$ cat src/rtl/id_ex_stage.sv
// ID/EX pipeline register with load-use hazard detection.
// A load-use hazard inserts one bubble; a flush squashes the incoming instruction.
module id_ex_stage #(
  parameter int CNT_W = 16
) (
  input  logic             clk,
  input  logic             rst_n,
  input  logic [10:0]      id_ctrl,
  input  logic [31:0]      id_pc4,
  input  logic [31:0]      id_rd1,
  input  logic [31:0]      id_rd2,
  input  logic [31:0]      id_imm,
  input  logic [4:0]       id_rs,
  input  logic [4:0]       id_rt,
  input  logic [4:0]       id_rd,
  input  logic             flush,
  output logic [10:0]      ex_ctrl,
  output logic [31:0]      ex_pc4,
  output logic [31:0]      ex_rd1,
  output logic [31:0]      ex_rd2,
  output logic [31:0]      ex_imm,
  output logic [4:0]       ex_rs,
  output logic [4:0]       ex_rt,
  output logic [4:0]       ex_rd,
  output logic             stall,
  output logic             pc_write,
  output logic             ifid_write,
  output logic [CNT_W-1:0] stall_cnt
);
  localparam int ALUSRC   = 1;
  localparam int MEMREAD  = 4;
  localparam int MEMWRITE = 5;

  logic uses_rt;

  // Stores read rt as data even though ALUSrc selects the immediate.
  assign uses_rt = ~id_ctrl[ALUSRC] | id_ctrl[MEMWRITE];

  assign stall = ex_ctrl[MEMREAD] & (ex_rt != 5'd0) &
                 ((ex_rt == id_rs) | (uses_rt & (ex_rt == id_rt))) & ~flush;

  assign pc_write   = ~stall;
  assign ifid_write = ~stall;

  always_ff @(posedge clk or negedge rst_n) begin
    if (!rst_n) begin
      ex_ctrl   <= '0;
      ex_pc4    <= '0;
      ex_rd1    <= '0;
      ex_rd2    <= '0;
      ex_imm    <= '0;
      ex_rs     <= '0;
      ex_rt     <= '0;
      ex_rd     <= '0;
      stall_cnt <= '0;
    end else begin
      ex_ctrl <= (flush | stall) ? 11'd0 : id_ctrl;
      ex_pc4  <= id_pc4;
      ex_rd1  <= id_rd1;
      ex_rd2  <= id_rd2;
      ex_imm  <= id_imm;
      ex_rs   <= id_rs;
      ex_rt   <= id_rt;
      ex_rd   <= id_rd;
      if (stall && stall_cnt != {CNT_W{1'b1}})
        stall_cnt <= stall_cnt + 1'b1;
    end
  end
endmodule

$ cat config.mk
export PLATFORM = sky130hd
export DESIGN_NAME = id_ex_stage
export DESIGN_NICKNAME = d
export VERILOG_FILES = /design/src/rtl/id_ex_stage.sv
export SDC_FILE = /design/constraint.sdc
export NUM_CORES = 1
export LEC_CHECK = 0
export BUFFER_PORTS_ARGS = -buffer_cell sky130_fd_sc_hd__buf_2
export CAP_MARGIN = 20
export CORE_AREA = 2 2 127 129
export DETAILED_ROUTE_END_ITERATION = 8
export DIE_AREA = 0 0 129 131
export PLACE_DENSITY = 0.67
export SYNTH_ARGS = -nofsm -noshare
export SYNTH_HDL_FRONTEND = slang
export SYNTH_SLANG_ARGS = --single-unit
$ cat constraint.sdc
create_clock -name clk -period 1.9 [get_ports clk]
set_input_delay 0.38 -clock clk [delete_from_list [all_inputs] [get_ports clk]]
set_output_delay 0.38 -clock clk [all_outputs]
set_load 0.1 [all_outputs]
======== After elaboration in Yosys (flattened, before gate mapping) ========
Cells that the tools add are included.
storage, ports and cells
  flip-flop bits (word level) ............. 170
  latch bits .............................. 0
  memory bits (writable) .................. 0
  ROM bits ................................ 0
  output and inout port bits .............. 173
  word-level logic and storage cells ...... 26
  memories ................................ 0
cells by class
  $add $sub $neg .......................... 1
  $mul .................................... 0
  divide/modulo/power cells ............... 0
  order comparisons ....................... 0
  equality and inequality tests ........... 3
  shift-type cells ........................ 0
  mux-type cells .......................... 1
  bitwise operators ....................... 10
  reductions and logical operators ........ 2
operators by type and width
  operator                 count
  $add A16 B1 Y16 const B  1
  $ne A16 B16 Y1 const B   1
  $mux W11                 1
  $eq A5 B5 Y1             2
  $reduce_bool A5 Y1       1
  $and A1 B1 Y1            4
  $not A1 Y1               3
  $or A1 B1 Y1             3
  $logic_and A1 B1 Y1      1

======== Depth between registers and ports, before layout ========
Gate-level depths: netlist of the first run.
  depth after elaboration ................. 8
  depth in mapped cells ................... 6

======== Least setup slack after synthesis of the first run ========
No wires, ideal clock.
  path kind ............................... reg2out
  from .................................... register ex_rt[0]
  to ...................................... output stall
  data arrival time ....................... 3,302 ps
  slack ................................... -1,782 ps
  stages on the path, launching flop included .. 7
  cell sequence ........................... dfrtp_1 > xnor2_1 > nand4_1 > o22ai_4 > buf_4 > nand2_1 > inv_1
on the way
  cells in the longest elaborated chain, start to end .. 5
  elaborated cells on any way between the ends .. 8
  those cells by class .................... 2 x eq/ne; 5 x bitwise; 1 x reduce/logical
RTL lines
  what                    RTL line  text
  from (decl)             23        output logic [4:0] ex_rt,
  from (signal assigned)  63        ex_rt <= id_rt;
  $eq A5 B5 Y1            40        ((ex_rt == id_rs) | (uses_rt & (ex_rt == id_rt))) & ~flush;
  $and A1 B1 Y1           40
  $or A1 B1 Y1            40
  $and A1 B1 Y1 (*)       39        assign stall = ex_ctrl[MEMREAD] & (ex_rt != 5'd0) &
  $and A1 B1 Y1 (*)       40
  to (decl)               25        output logic stall,
Every way passes the cells marked *; elsewhere a longest branch is shown, timed or not.

======== Worst setup path after layout of the first run ========
  from .................................... register ex_rt[4]
  to ...................................... output stall
The elaborated chain is that of the path after synthesis.

==> impl_metrics.json, run 1 <==
{
  "status": "finished, violations left",
  "violations": "setup timing",
  "reg2reg_depth": 9,
  "cts.clk_slew.worst_paths_ns": 0.07,
  "setup_ws_ns": -0.616,
  "routedWlPerCell_um": 16.0,
  "syn_area_sq_mm": 0.00497,
  "clk_latency_ns": 0.42,
  "grt_pass1_vias": 3756,
  "antenna_found_initial": 2,
  "p_per_area_mw_per_mm2": 1170,
  "drt_iter0_drc": 106,
  "rsz0062_at_grt": "yes",
  "final_common_cell": "buf_2",
  "cts-buffers-inserted": 17,
  "dpl.hpwl_um": 11000,
  "core_sq_mm": 0.0156,
  "fill_cells": 1357,
  "multiInputGateArea_sq_um": 759,
  "hold_path.class": "input port to flip-flop",
  "timing.max_cap.violations": 0,
  "max_freq_mhz": 397,
  "instances_no_fill": 866,
  "hold_viol_final": 0,
  "arrival_ns": 2.14,
  "slew_violations": 0,
  "via_per_inst": 4.18,
  "ys_seq_area_share_pct": 85.5,
  "firstDrtPassIters": 4,
  "wl_um": 13900,
  "ys_ff_latch": 170,
  "worstHoldStart": "id_pc4[8]",
  "grt_pass1_wl_um": 19900,
  "crit_path_top_delay_cell": "or4_4",
  "syn_nets": 426,
  "area_growth_syn_to_layout_pct": 58.8,
  "p_leak_nw": 4.05,
  "port_buffers": 329,
  "clock_skew_ns": 0.00861,
  "clock_sink_count": 170,
  "die-area_sq_mm": 0.0169,
  "crit_fanout": 3,
  "clock-root-buffer": "clkbuf_16",
  "tightest_slew_ns": 0.515,
  "path_delay_family": "simple AND/OR/NAND/NOR gates",
  "rows": 46,
  "yosysTopAreaCell": "dfrtp_1",
  "gp_congestion": 0.841,
  "slew_headroom_pct": 65.7,
  "grt_max_degree": 53,
  "ff_latch_area_sq_mm": 0.00429,
  "cts-htree-levels": 4,
  "nNetsFinal": 794,
  "crit_path_end_kind": "output pin",
  "synth_area_leaders": "dfrtp_1, xnor2_1, and2_1",
  "start_kind": "flip-flop",
  "rr_startpoint": "ex_rt[4]",
  "utilization_pct": 50.6,
  "drive_above_1_share_pct": 66.1,
  "synth_warnings": 0,
  "drtAntennaViolNets": 0,
  "worst-path-stages": 6,
  "cp_cell_sequence": "or4_4, o21a_1, nor2b_4, nand2_8, clkinvlp_4, buf_12",
  "synth_area_per_cell_sq_um": 18.6,
  "netlist.area_leader.share_pct": 85.5,
  "setup_viol": 30,
  "timing.final.crit_share_pct": 132,
  "required_ns": 1.52,
  "holdPathEnd": "ex_pc4[8]",
  "finalCriticalPeriod_ns": 2.52,
  "final_cell_mix": "buf_2, dfrtp_1, xnor2_1",
  "grt-ovfl-total": 0,
  "ioPinCount": 330,
  "hold_path_depth": 1,
  "dp.cells": 826,
  "grt_usage_pct": 16.1,
  "cts_tree": "yes",
  "max_stage_delay_ns": 0.54,
  "reg2reg_to": "stall_cnt[5]",
  "ir_drop_uv": 673,
  "cp_num_buf_inv": 2,
  "initial_utilization_pct": 31.9,
  "drc_errors": 0,
  "clockBufferDepth": 2,
  "worst-setup-path-type": "flip-flop to output pin",
  "synth_cell_types": 33,
  "vias": 3623,
  "synthCells": 268,
  "reg2reg_slack_ns": -0.16,
  "die_y_um": 131,
  "die_w_um": 129
}
==> timing repair <==
item / 4_1_cts / 5_1_grt
pin swaps: 5 / 6
gates resized for setup: 9 / 7
gates cloned: 1 / 0
endpoints found under the setup margin: 14 / 30
hold buffers: 1 / 0
endpoints found under the hold margin: 47 / 0
setup buffers: 6 / 0
==> routing by layer <==
metal  GRT usage [%]  vias to the layer above  routed length (um)
li1                -                     1622                   -
met1            18.1                     1781                5200
met2            27.2                      185                7190
met3            6.35                       33                1120
met4            7.35                        2                 372
met5               0                        -                  16
==> worst max path at each step <==
stage | to | from
2_1_floorplan | stall | ex_rt[4]
3_3_place_gp | stall | ex_rt[4]
3_5_place_dp | stall | ex_rt[4]
4_1_cts | stall | ex_rt[4]
5_1_grt | stall | ex_rt[4]
6_report | stall | ex_rt[4]
==> synthesized netlist by cell type (all sizes together) <==
cell type / number
o21a: 1
and2: 11
ha: 1
nand4: 9
nor3: 1
o22ai: 1
and4: 2
a31oi: 1
mux2i: 1
dfrtp: 170
xnor2: 22
and3: 7
nor2: 3
nor2b: 2
buf: 4
or4: 1
a21oi: 2
nand3: 12
mux2: 3
a311oi: 1
a41oi: 1
inv: 4
or2b: 1
o21ai: 2
nand2: 5
==> registers in the layout, summed over array words and instances (netlist names) <==
signal	cells
ex_rd2	32
ex_rt	5
ex_rs	5
ex_pc4	32
ex_rd	5
ex_rd1	32
ex_ctrl	11
ex_imm	32
stall_cnt	16
==> cell type report <==
type / instances / area share (%)
sequential: 170 / 54.4
tap: 216 / 3.42
timing repair buffer: 353 / 24.8
clock inverter: 14 / 2.06
inverter: 4 / 0.238
clock buffer: 18 / 5.43
multi-input combinational: 90 / 9.62
antenna: 1 / 0.0317
==> power by group <==
part | switching [mW] | internal [mW]
Combinational | 1.63 | 0.339
Sequential | 0.0653 | 3.81
Clock | 1.45 | 1.97
==> kinds of logic (layout without fill, tap and decap cells) <==
group	count (synthesis)	in the layout	share of synthesized area (%)
AOI/OAI and AO/OA	9	9	1.74
xor gates and xnor gates	22	22	3.87
adders and majority gates	1	1	0.251
buffers and inverters	8	389	0.981
DFF	170	170	85.5
muxes	4	4	0.880
other	0	1	0
and+or+nand+nor	54	54	6.77
==> metrics by stage <==
step	total power [mW]	hold WS, ns	setup TNS, ns	setup slack (ns)	instance area, sq um
floorplan	5.37	0.0844	-1.80	-0.659	5050
global placement	5.86	0.365	-0.762	-0.183	7150
detailed placement	5.88	0.372	-1.31	-0.186	7150
CTS	9.36	0.0385	-3.13	-0.648	7870
global route	9.59	0.0315	-6.46	-0.689	7900
finish	9.26	0.0625	-3.29	-0.616	7900
==> worst register-to-register path: stages, from the launching register on <==
cell and delay, ns:
dfrtp_4 0.47, buf_4 0.16, xnor2_2 0.14, nand4_1 0.16, o22ai_4 0.30, buf_6 0.15
bufbuf_16 0.24, buf_4 0.11, nand4_1 0.10, xnor2_1 0.14
Note: power is estimated with default switching activity, not from simulation.
==> run 2: changes to the inputs <==
Settings changed: PLACE_DENSITY 0.67 to 0.63.
==> run 2 against run 1 <==
- the run still ends with setup timing left
- setup slack lost 0.0049 ns
- die area is the same
- critical endpoint unchanged
- largest cell class unchanged
- cell area grew 1.6%
- largest power group unchanged
- maximum frequency shrank 0.20%
- critical path depth is the same
==> impl_metrics.json, run 2 (synthesis gave the netlist of run 1 again) <==
{
  "drc_errors": 0,
  "finalCriticalPeriod_ns": 2.52,
  "clock_sink_count": 170,
  "ioPinCount": 330,
  "p_int_mw": 6.38,
  "initial_utilization_pct": 31.9,
  "die_y_um": 131,
  "drtAntennaViolNets": 0,
  "crit_path_top_delay_cell": "or4_4",
  "cts.clk_slew.worst_paths_ns": 0.07,
  "dp_slack_ns": -0.197,
  "cp_num_buf_inv": 2,
  "timing.final.crit_share_pct": 133,
  "nNetsFinal": 800,
  "grt-ovfl-total": 0,
  "wl_um": 13600,
  "dpl.hpwl_um": 10700,
  "timing.max_cap.violations": 0,
  "switching_share_pct": 33.0,
  "die-area_sq_mm": 0.0169,
  "required_ns": 1.52,
  "grt_pass1_wl_um": 19900,
  "path_delay_family": "simple AND/OR/NAND/NOR gates",
  "arrival_ns": 2.14,
  "violations": "setup timing",
  "area_growth_syn_to_layout_pct": 61.3,
  "rows": 46,
  "antenna_found_initial": 2,
  "ir_drop_uv": 630,
  "setup_viol": 30,
  "finalPower_mw": 9.53,
  "cts_tree": "yes",
  "clock_skew_ns": 0.00761,
  "vias": 3574,
  "port_buffers": 329,
  "crit_fanout": 3,
  "crit_path_end_kind": "output pin",
  "slew_headroom_pct": 64.0,
  "clockBufferDepth": 2,
  "start_kind": "flip-flop",
  "grt_pass1_vias": 3683,
  "drt_iter0_drc": 108,
  "setup_tns_ns": -10.46,
  "slew_violations": 0,
  "via_per_inst": 4.09,
  "drive_above_1_share_pct": 66.9,
  "final_cell_mix": "buf_2, dfrtp_1, xnor2_1, clkbuf_16, dfrtp_2",
  "seqPwrFrac_pct": 40.6,
  "p_clk_share_pct": 38.7,
  "combPwrFrac_pct": 20.7,
  "final_common_cell": "buf_2",
  "cp_cell_sequence": "or4_4, o21a_1, nor2b_4, nand2_8, clkinvlp_4, buf_12",
  "grt_usage_pct": 15.9,
  "status": "finished, violations left",
  "cts-buffers-inserted": 17,
  "grt_max_degree": 52,
  "firstDrtPassIters": 4,
  "clk_latency_ns": 0.43,
  "die_w_um": 129,
  "routedWlPerCell_um": 15.6,
  "hold_path.class": "input port to flip-flop",
  "cts-htree-levels": 4,
  "max_stage_delay_ns": 0.54,
  "p_leak_nw": 4.10,
  "rsz0062_at_grt": "yes",
  "max_freq_mhz": 397,
  "setup_ws_ns": -0.621,
  "clock-root-buffer": "clkbuf_16",
  "tightest_slew_ns": 0.543,
  "hold_viol_final": 0,
  "worst-setup-path-type": "flip-flop to output pin",
  "p_per_area_mw_per_mm2": 1190,
  "gp_congestion": 0.834,
  "p_switching_mw": 3.15,
  "core_sq_mm": 0.0156
}
==> run 2: cell type report <==
type,count,area (sq um)
antenna,2,5.00
sequential,170,4290
multi-input combinational,90,802
inverter,4,18.8
clock inverter,14,205
clock buffer,18,429
fill,1343,7570
timing repair buffer,359,2000
tap,216,270
==> run 2: what timing repair did <==
item,in CTS,in global routing
pin swaps,10,7
resized for setup,9,22
hold buffers,1,0
endpoints found under the hold margin,45,0
endpoints found under the setup margin,16,31
setup buffers,4,9
==> run 2: path summary, 6_finish.rpt <==
kind	start	to	slack, ns	cells past startpoint
min in group asynchronous	rst_n	ex_rt[4]	0.48	2
setup reg to reg	ex_rt[4]	stall_cnt[14]	-0.46	12
setup / recovery	ex_rt[4]	stall	-0.62	6
hold / removal	id_imm[5]	ex_imm[5]	0.05	1
max in group asynchronous	rst_n	stall_cnt[8]	0.71	3
hold reg to reg	stall_cnt[6]	stall_cnt[6]	0.49	1
==> run 2: per-stage QoR <==
step	instances	hold WS [ns]	area, sq um	util, %
floorplan	268	0.0844	5050	-
finish	873	0.0478	8030	51.5
global route	873	0.0271	8030	51.5
detailed placement	827	0.371	7140	45.8
CTS	864	0.0358	7870	50.4
global placement	827	0.370	7140	45.8
==> run 2: power by group through the flow <==
| stage | sequential [mW] | combinational, mW | clock, mW |
|---|---|---|---|
| floorplan | 5.29 | 0.0779 | 0 |
| global placement | 3.93 | 1.93 | 0 |
| detailed placement | 3.94 | 1.94 | 0 |
| CTS | 3.87 | 1.96 | 3.80 |
| global route | 3.89 | 2.04 | 3.97 |
| finish | 3.87 | 1.97 | 3.68 |
==> run 2: routing by layer <==
layer	global-route usage, %	share of wire [%]
met4	7.61	2.2
met5	0	0
met2	26.0	52
met1	18.6	38
met3	6.03	7.5
